==> config.mk <==
export PLATFORM = sky130hd
export DESIGN_NAME = hazard_stall_ctrl
export DESIGN_NICKNAME = d
export VERILOG_FILES = /design/src/rtl/hazard_pkg.sv /design/src/rtl/md_busy_timer.sv /design/src/rtl/hazard_stall_ctrl.sv
export SDC_FILE = /design/constraint.sdc
export NUM_CORES = 1
export LEC_CHECK = 0
export BUFFER_PORTS_ARGS = -buffer_cell sky130_fd_sc_hd__buf_2
export CAP_MARGIN = 25
export CORE_UTILIZATION = 40
export DETAILED_ROUTE_END_ITERATION = 10
export PLACE_DENSITY = 0.67
export SETUP_SLACK_MARGIN = 0.02
export SLEW_MARGIN = 20
export SYNTH_ARGS = -nofsm -noshare
export SYNTH_HDL_FRONTEND = slang
export SYNTH_SLANG_ARGS = --single-unit
==> constraint.sdc <==
create_clock -name clk -period 3.3 [get_ports clk]
set_clock_uncertainty 0.15 [all_clocks]
set_input_delay 0.99 -clock clk [delete_from_list [all_inputs] [get_ports clk]]
set_output_delay 0.99 -clock clk [all_outputs]
set_load 0.005 [all_outputs]
==> src/rtl/hazard_pkg.sv <==
// ============================================================================
// hazard_pkg : shared encodings and helpers for the hazard/stall controller
// Rev 1.0
// ============================================================================
`default_nettype none

package hazard_pkg;

   localparam logic [1:0] TUSE_NEVER = 2'd3;

   localparam logic MD_OP_MULT = 1'b0;
   localparam logic MD_OP_DIV  = 1'b1;

   // Producer Tnew as seen from the E stage; M stage is one less, floored at 0
   localparam logic [1:0] TNEW_ALU_E  = 2'd1;
   localparam logic [1:0] TNEW_LOAD_E = 2'd2;
   localparam logic [1:0] TNEW_MFHI_E = 2'd1;
   localparam logic [1:0] TNEW_ALU_M  = 2'd0;
   localparam logic [1:0] TNEW_LOAD_M = 2'd1;
   localparam logic [1:0] TNEW_MFHI_M = 2'd0;

   typedef enum logic {
      MD_MULT = 1'b0,
      MD_DIV  = 1'b1
   } md_op_e;

   function automatic int max_int(input int a, input int b);
      return (a > b) ? a : b;
   endfunction

   // Operand needed before the pending producer can deliver it
   function automatic logic src_conflict(input logic [4:0] src, input logic [1:0] tuse,
                                         input logic [4:0] a3,  input logic [1:0] tnew);
      return (src == a3) && (tuse < tnew);
   endfunction

endpackage

`default_nettype wire

==> src/rtl/md_busy_timer.sv <==
// ============================================================================
// md_busy_timer : down-counter tracking occupancy of the multi-cycle mult/div
// Rev 1.0
// ============================================================================
`default_nettype none

module md_busy_timer
   import hazard_pkg::*;
#(
   parameter int MULT_CYCLES = 5,
   parameter int DIV_CYCLES  = 10
) (
   input  logic clk,
   input  logic rst,
   input  logic start_i,
   input  logic op_i,
   output logic busy_o
);

   localparam int CNT_W = $clog2(max_int(MULT_CYCLES, DIV_CYCLES) + 1);
   localparam logic [CNT_W-1:0] MULT_LOAD = CNT_W'(MULT_CYCLES);
   localparam logic [CNT_W-1:0] DIV_LOAD  = CNT_W'(DIV_CYCLES);

   logic [CNT_W-1:0] md_cnt_q;
   logic [CNT_W-1:0] md_cnt_d;

   // A start arriving while the unit is still counting is dropped, not reloaded
   always_comb begin
      md_cnt_d = md_cnt_q;
      if (md_cnt_q == '0) begin
         if (start_i) begin
            md_cnt_d = (op_i == MD_OP_DIV) ? DIV_LOAD : MULT_LOAD;
         end
      end else begin
         md_cnt_d = md_cnt_q - 1'b1;
      end
   end

   always_ff @(posedge clk or posedge rst) begin
      if (rst) begin
         md_cnt_q <= '0;
      end else begin
         md_cnt_q <= md_cnt_d;
      end
   end

   assign busy_o = (md_cnt_q != '0);

endmodule

`default_nettype wire

==> src/rtl/hazard_stall_ctrl.sv <==
// ============================================================================
// hazard_stall_ctrl : Tuse/Tnew data-hazard and mult/div stall controller
// Rev 1.0
// ============================================================================
`default_nettype none

module hazard_stall_ctrl
   import hazard_pkg::*;
#(
   parameter int MULT_CYCLES = 5,
   parameter int DIV_CYCLES  = 10,
   parameter int PERF_W      = 32
) (
   input  logic              clk,
   input  logic              rst,
   input  logic [4:0]        d_rs,
   input  logic [4:0]        d_rt,
   input  logic [1:0]        d_tuse_rs,
   input  logic [1:0]        d_tuse_rt,
   input  logic              d_is_md,
   input  logic [4:0]        e_a3,
   input  logic [4:0]        m_a3,
   input  logic [1:0]        e_tnew,
   input  logic [1:0]        m_tnew,
   input  logic              e_md_start,
   input  logic              e_md_op,
   output logic              pc_en,
   output logic              d_en,
   output logic              e_flush,
   output logic              md_busy,
   output logic [PERF_W-1:0] stall_count
);

   logic stall_rs;
   logic stall_rt;
   logic stall_md;
   logic stall;

   logic [PERF_W-1:0] stall_count_q;
   logic [PERF_W-1:0] stall_count_d;

   md_busy_timer #(
      .MULT_CYCLES (MULT_CYCLES),
      .DIV_CYCLES  (DIV_CYCLES)
   ) u_md_busy_timer (
      .clk     (clk),
      .rst     (rst),
      .start_i (e_md_start),
      .op_i    (e_md_op),
      .busy_o  (md_busy)
   );

   // $0 is hardwired, so a write to it never creates a dependency
   always_comb begin
      stall_rs = (d_rs != 5'd0) &&
                 (src_conflict(d_rs, d_tuse_rs, e_a3, e_tnew) ||
                  src_conflict(d_rs, d_tuse_rs, m_a3, m_tnew));
      stall_rt = (d_rt != 5'd0) &&
                 (src_conflict(d_rt, d_tuse_rt, e_a3, e_tnew) ||
                  src_conflict(d_rt, d_tuse_rt, m_a3, m_tnew));
      stall_md = d_is_md && (md_busy || e_md_start);
      stall    = stall_rs || stall_rt || stall_md;
   end

   assign pc_en   = ~stall;
   assign d_en    = ~stall;
   assign e_flush = stall;

   always_comb begin
      stall_count_d = stall_count_q;
      if (stall && (stall_count_q != '1)) begin
         stall_count_d = stall_count_q + 1'b1;
      end
   end

   always_ff @(posedge clk or posedge rst) begin
      if (rst) begin
         stall_count_q <= '0;
      end else begin
         stall_count_q <= stall_count_d;
      end
   end

   assign stall_count = stall_count_q;

endmodule

`default_nettype wire

### After elaboration in Yosys (flattened, before gate mapping)

Index checks and enable logic that the tools add are counted.

* input port bits: 33
* output and inout bits: 36
* word-level logic and storage cells: 35
* register bits after elaboration: 36

* bitwise operators: 1
* mux-type cells: 3
* add/sub/neg operators: 2
* order comparisons: 4
* reduce and logical (&&, ||, !) cells: 17
* equality and inequality tests: 6

Operators by type and width (count)
* adder 32 x 1 -> 32 bit, second input constant: 1
* inequality test 32 bit, second input constant: 1
* equality test 5 bit: 4
* 2-to-1 mux 4 bit: 3
* nonzero test 5 bit: 2
* logical AND 1 bit: 8
* less-than comparator 2 bit: 4
* logical OR 1 bit: 5
* logical NOT 4 bit: 1
* nonzero test 4 bit: 1
* subtractor 4 x 1 -> 4 bit, second input constant: 1
* inequality test 2 bit, second input constant: 1
* inverter 1 bit: 1

### Longest topological paths before layout

Gate-level depths: netlist of run 1.

* depth in word-level cells: 7
* gate-level depth with buffers: 9
* gate-level depth less buffers: 8

### Cells and area by module

A second synthesis of run 1 with hierarchy kept.

* cell total of the unflattened synthesis: 224
* area total of the unflattened synthesis: 2277.2 µm²

By module, submodules not included
* hazard_stall_ctrl: times used 1, cells an instance 198, sequential area each 800.8 µm², area each 2040.7 µm²
* md_busy_timer: times used 1, cells an instance 26, sequential area each 100.1 µm², area each 236.5 µm²

### Least setup slack after synthesis of run 1

OpenSTA, ideal clock, no wires.

* path type: input to output
* start point: in d_rs[1]
* end point: out pc_en
* buffers on the path: 2
* data required time: 2.160 ns
* slack: -0.160 ns
* arrival: 2.320 ns
* stages: 6
* cell sequence: or4_1 nor2_1 a21oi_2 nor3_2 buf_4 buf_4

* cells in the longest elaborated chain, start to end: 7
* elaborated cells between the ends (all ways): 10
* classes of those cells: 2 x eq/ne; 1 x bitwise; 7 x reduce/logical

RTL lines
* start, declared: line hazard_stall_ctrl.sv:16 `input logic [4:0] d_rs,`
* equality test 5 bit: line hazard_pkg.sv:34 `return (src == a3) && (tuse < tnew);`
* logical AND 1 bit: line hazard_pkg.sv:34
* logical OR 1 bit: line hazard_stall_ctrl.sv:56 `(src_conflict(d_rs, d_tuse_rs, e_a3, e_tnew) ||`
* logical AND 1 bit (*): line hazard_stall_ctrl.sv:55 `stall_rs = (d_rs != 5'd0) &&`
* logical OR 1 bit (*) (2 in a row): line hazard_stall_ctrl.sv:62 `stall = stall_rs || stall_rt || stall_md;`
* inverter 1 bit (*)
* end, declared: line hazard_stall_ctrl.sv:27 `output logic pc_en,`

Mark *: on every way between the ends. The rest lies on a longest branch, timed or not.

### Worst setup path after layout of run 1

* start point: in d_rs[1]
* end point: out e_flush

* cells in the longest elaborated chain, start to end: 6
* elaborated cells between the ends (all ways): 9
* classes of those cells: 2 x eq/ne; 7 x reduce/logical

RTL lines
* equality test 5 bit: line hazard_pkg.sv:34
* logical AND 1 bit: line hazard_pkg.sv:34
* logical OR 1 bit: line hazard_stall_ctrl.sv:56
* logical AND 1 bit (*): line hazard_stall_ctrl.sv:55
* logical OR 1 bit (*) (2 in a row): line hazard_stall_ctrl.sv:62
* end, declared: line hazard_stall_ctrl.sv:29 `output logic e_flush,`

Marks and branches as above.

==> impl_metrics.ini, run 1 <==
[status]
outcome = finished, violations left
violations = negative setup slack

[cells_and_area]
multi_input_area_sq_um = 1399
layout_commonest_cell = buf_2
fill_cells = 544
final_cell_mix = buf_2 (66), xor2_1 (43), dfrtp_1 (36)
fin_util = 0.5335
drive_gt1_frac = 0.3677
n_antenna_cell = 0
fin_nets = 349
areaGrowthSynthToFinish_pct = 26.31
final_cells = 382
regArea_sq_um = 900.9

[clock_network]
cts_root_buf = clkbuf_8
clockBufferDepth = 2
cts_buffers = 5
clkTransAtPathRegs_ns = 0.07
cts_tree = yes
cts.sinks = 36
htreeDepth = 2
insertion_delay_ns = 0.29

[synth]
syn_nets = 268
ys_seq_area_frac = 0.3803
synth_flop_cell = dfrtp_1
netlist_area_sq_um = 2369
syn_area_per_cell_sq_um = 10.39
ys_seq_elements = 36
synthArstFlopShare = 1.000
synth_top_family_by_area = simple AND/OR/NAND/NOR gates
synthMuxAreaShare = 0.008980
synth-compound-area-share = 0.04173
postSynthCellCount = 228
synthAdderAreaFrac = 0.03698
synth-simple-area-share = 0.2958
yosys_warnings = 0
synth_cell_types = 41
synth_xor_xnor_area_share = 0.1923
synth_edf_count = 0

[power_and_ir_drop]
leakagePower_nw = 1.503
powerDensity_nw_per_um2 = 469.2
irDropWorstVdd_uv = 199.9

[sta]
rsz0062_at_grt = yes
fmax_mhz = 290.9
holdWs_ns = 0.3329
final-setup-viol-count = 3
setup_ws_ns = -0.1375
worstMarginPinSlew_ns = 0.5027
period_share = 1.042
layout_min_cycle_time_ns = 3.438
fin_setup_tns_ns = -0.3511
final_hold_viol_count = 0
slew_headroom = 0.6639
drv_slew = 0

[critical_path]
crit_buf_inv = 3
crit_family = simple AND/OR/NAND/NOR gates
crit_path_max_incr_delay_ns = 0.50
setup.worst_path.start_class = input pin
crit_arrival_ns = 2.30
required_ns = 2.16
critPathSlowestCell = or4_1
cp_max_fo = 4
endpoint_kind = output pin
critPathKind = input pin to output pin
crit_chain = buf_6, or4_1, nor2_1, a21oi_2, nor3_4, inv_1, buf_2

[place]
dp_cells = 373
place_ws_ns = -0.2462
place_congestion = 0.7771
hpwl_microns = 3920
placement.io_buffers = 68

[drt]
wl_microns = 5161
drt-initial-drc-count = 116
antenna_left = 0
drc_errors = 0
first_pass_iters = 4
routed-via-count = 1978
vias_per_cell = 5.178
wl_per_cell_microns = 13.51

[floorplanning]
core_area_sq_um = 5608
die_area_sq_um = 6233
io_pins = 69
die_height_microns = 78.95
start_util = 0.4224
dieWidth_microns = 78.95
row_count = 27

[grt]
grt_pass1_wl_microns = 8818
grt_overflow_total = 0
antenna_found_initial = 0
grt_max_degree = 37
track_usage = 0.1825
first_global_vias = 1915

[flow_run]
drv_cap = 0

[worst_hold_path]
worstHoldPathType = flop to flop
-- area by class of cell --
cell class | instances | share of cell area
inverters | 10 | 0.01673
clock buffers | 8 | 0.03011
well taps | 72 | 0.03011
flip-flops and latches | 36 | 0.3011
multi-input cells | 173 | 0.4676
repair buffers | 83 | 0.1543
-- kinds of logic after synthesis --
group,after synthesis
AND/OR/NAND/NOR,96
XOR/XNOR,52
flip-flops,36
buffers and inverters,19
AO/OA/AOI/OAI,16
adder cells (fa/ha/maj),7
multiplexers,2
-- through the flow --
stage                     cell area [sq um]  power [W]
final                                  2992   0.001404
after global routing                   2992   0.001510
after CTS                              2988   0.001420
after floorplan                        2420  0.0009006
after detailed placement               2882   0.001087
after global placement                 2882   0.001069
-- repair_timing --
| item | in CTS | in global routing |
|---|---|---|
| resized for setup | 2 | 1 |
| setup endpoints to repair | 3 | 3 |
| hold buffers | 0 | 0 |
| endpoints found under the hold margin | 0 | 0 |
| pin swaps | 4 | 0 |
| buffers inserted | 1 | 0 |
-- layer usage --
layer	GRT usage	share of wire	vias to the layer above	routed length [microns]
li1	-	-	980	-
met3	0.05287	0.055	6	282
met4	0.05455	0.013	0	67
met1	0.2237	0.43	937	2239
met2	0.3096	0.50	55	2572
met5	0	0	-	0
-- flip-flops by register name, indices dropped and copies added, names as in the netlist --
register / cells
u_md_busy_timer.md_cnt_q: 4
stall_count: 32
-- Yosys cell counts, types with 3 or more instances --
| library cell | number | share of area |
|---|---|---|
| nand3_1 | 14 | 0.030 |
| xor2_1 | 43 | 0.16 |
| nand4_1 | 9 | 0.024 |
| inv_1 | 10 | 0.016 |
| a21oi_1 | 5 | 0.011 |
| and2_1 | 4 | 0.011 |
| and3_1 | 6 | 0.016 |
| nor3_1 | 10 | 0.021 |
| ha_1 | 7 | 0.037 |
| xnor2_1 | 9 | 0.033 |
| buf_4 | 4 | 0.013 |
| nand2_1 | 7 | 0.011 |
| dfrtp_1 | 36 | 0.38 |
| nor4_1 | 3 | 0.0079 |
| nor4b_2 | 4 | 0.025 |
| and4_1 | 4 | 0.015 |
| or4_1 | 3 | 0.0095 |
| nor2_1 | 10 | 0.016 |
| nor4_2 | 8 | 0.042 |
| o21ai_0 | 7 | 0.015 |
-- final timing paths --
kind,from,endpoint,slack [ns],cells past startpoint
setup reg to reg,stall_count[0],stall_count[21],0.66,8
hold / removal,stall_count[17],stall_count[17],0.33,1
max in group asynchronous,rst,stall_count[8],2.04,3
hold reg to reg,stall_count[17],stall_count[17],0.33,1
setup / recovery,d_rs[1],e_flush,-0.14,7
min in group asynchronous,rst,u_md_busy_timer.md_cnt_q[2],0.64,3
-- power by group --
group          internal (W)  total (W)  switching [W]
logic              0.000208   0.000438       0.000229
clock network      0.000170   0.000325       0.000155
registers          0.000534   0.000640       0.000107
(Power assumes the default switching activity.)
==> run 2: changes to the inputs <==
- GPL_TIMING_DRIVEN: default -> 0
- SKIP_CTS_REPAIR_TIMING: default -> 1
- TNS_END_PERCENT: default -> 30
==> impl_metrics.ini, run 2 (synthesis results as in run 1) <==
[sta]
worstMarginPinSlew_ns = 0.4721
drv_slew = 0
final_hold_viol_count = 0
layout_min_cycle_time_ns = 3.542
period_share = 1.073
rsz0062_at_grt = yes
slew_headroom = 0.6844
holdWs_ns = 0.3295
fmax_mhz = 282.4
final-setup-viol-count = 3
fin_setup_tns_ns = -0.6443
setup_ws_ns = -0.2416

[place]
place_ws_ns = -0.4879
placement.io_buffers = 68
hpwl_microns = 4097
dp_cells = 369
place_congestion = 0.7729

[grt]
first_global_vias = 2013
track_usage = 0.1877
grt_overflow_total = 0
antenna_found_initial = 0
grt_pass1_wl_microns = 9128
grt_max_degree = 21

[floorplanning]
die_area_sq_um = 6233
dieWidth_microns = 78.95
start_util = 0.4224
io_pins = 69
core_area_sq_um = 5608
row_count = 27
die_height_microns = 78.95

[worst_hold_path]
worstHoldPathType = flop to flop

[critical_path]
path_common_cell = buf_6
crit_path_max_incr_delay_ns = 0.53
endpoint_kind = output pin
crit_buf_inv = 3
critPathSlowestCell = or4_4
crit_arrival_ns = 2.40
critPathKind = input pin to output pin
crit_family = simple AND/OR/NAND/NOR gates
crit_chain = buf_8, or4_4, nor2_4, a21oi_4, nor3_4, buf_6, buf_6
setup.worst_path.start_class = input pin
required_ns = 2.16
cp_max_fo = 5

[clock_network]
cts_root_buf = clkbuf_8
htreeDepth = 2
cts_buffers = 5
clockBufferDepth = 2
clkTransAtPathRegs_ns = 0.07
cts.sinks = 36
cts_tree = yes
insertion_delay_ns = 0.29

[drt]
first_pass_iters = 4
drt-initial-drc-count = 91
drc_errors = 0
wl_microns = 5702
antenna_left = 0
wl_per_cell_microns = 14.81
routed-via-count = 2026
vias_per_cell = 5.262

[status]
outcome = finished, violations left
violations = negative setup slack

[cells_and_area]
final_cell_mix = buf_2 (66), xor2_1 (43), dfrtp_1 (36)
largest_register_ffs = 32
n_antenna_cell = 0
fill_cells = 512
drive_gt1_frac = 0.3898
fin_nets = 353
final_cells = 385
areaGrowthSynthToFinish_pct = 30.53
layout_commonest_cell = buf_2

[power_and_ir_drop]
leakagePower_nw = 1.533
total_power_w = 0.001401
powerDensity_nw_per_um2 = 453.3
irDropWorstVdd_uv = 203.2

[flow_run]
drv_cap = 0
==> run 2: cell types whose count changed in the layout (fill, tap and decap cells not counted), moves of 2 or more <==
cell / delta
buf_4: -5
buf_6: +5
a21oi_2: -2
a21oi_4: +2
nor2_1: -2
nor2_4: +2
or4_1: -2
or4_4: +2
==> run 2: path summary, 6_finish.rpt <==
| path | depth (start not counted) | from | slack (ns) | end |
|---|---|---|---|---|
| max | 7 | d_rs[4] | -0.24 | pc_en |
| min | 1 | stall_count[26] | 0.33 | stall_count[26] |
| max reg2reg | 10 | u_md_busy_timer.md_cnt_q[0] | 0.81 | stall_count[16] |
| min reg2reg | 1 | stall_count[26] | 0.33 | stall_count[26] |
| max in group asynchronous | 3 | rst | 2.03 | stall_count[18] |
| min in group asynchronous | 2 | rst | 0.54 | u_md_busy_timer.md_cnt_q[3] |
==> run 2: metal layers <==
layer	vias up	track usage	wire length, microns
met5	-	0	0
met2	58	0.3252	2842
met4	0	0.06545	95
li1	987	-	-
met1	970	0.2226	2473
met3	11	0.05172	290
==> run 2: final cells by class <==
class | count | area, sq um | area share
well taps | 72 | 90.09 | 0.02914
multi-input cells | 174 | 1446 | 0.4678
inverters | 10 | 50.05 | 0.01619
clock buffers | 6 | 72.57 | 0.02347
plain buffers | 8 | 62.56 | 0.02023
clock inverters | 1 | 5.005 | 0.001619
repair buffers | 78 | 464.2 | 0.1501
flip-flops and latches | 36 | 900.9 | 0.2914
==> run 2: metrics by stage <==
| stage | area, sq um | util |
|---|---|---|
| 2_1_floorplan | 2420 | - |
| 5_1_grt | 3092 | 0.5513 |
| 3_3_place_gp | 2850 | 0.5083 |
| 3_5_place_dp | 2878 | 0.5132 |
| 6_report | 3092 | 0.5513 |
| 4_1_cts | 2955 | 0.5270 |
==> run 2: worst reg2reg max path, stage by stage (launching register included) <==
cell,delay (ns)
dfrtp_1,0.43
inv_1,0.10
ha_1,0.18
nand2_1,0.16
o21a_1,0.29
nor3_4,0.36
buf_4,0.19
buf_4,0.10
buf_6,0.17
nor4b_2,0.08
xor2_1,0.16
==> run 2: power breakdown <==
part / leakage, nW / internal, W / switching [W]
sequential: 0.459 / 0.000534 / 0.000108
combinational: 1.03 / 0.000224 / 0.000237
clock: 0.0410 / 0.000144 / 0.000156
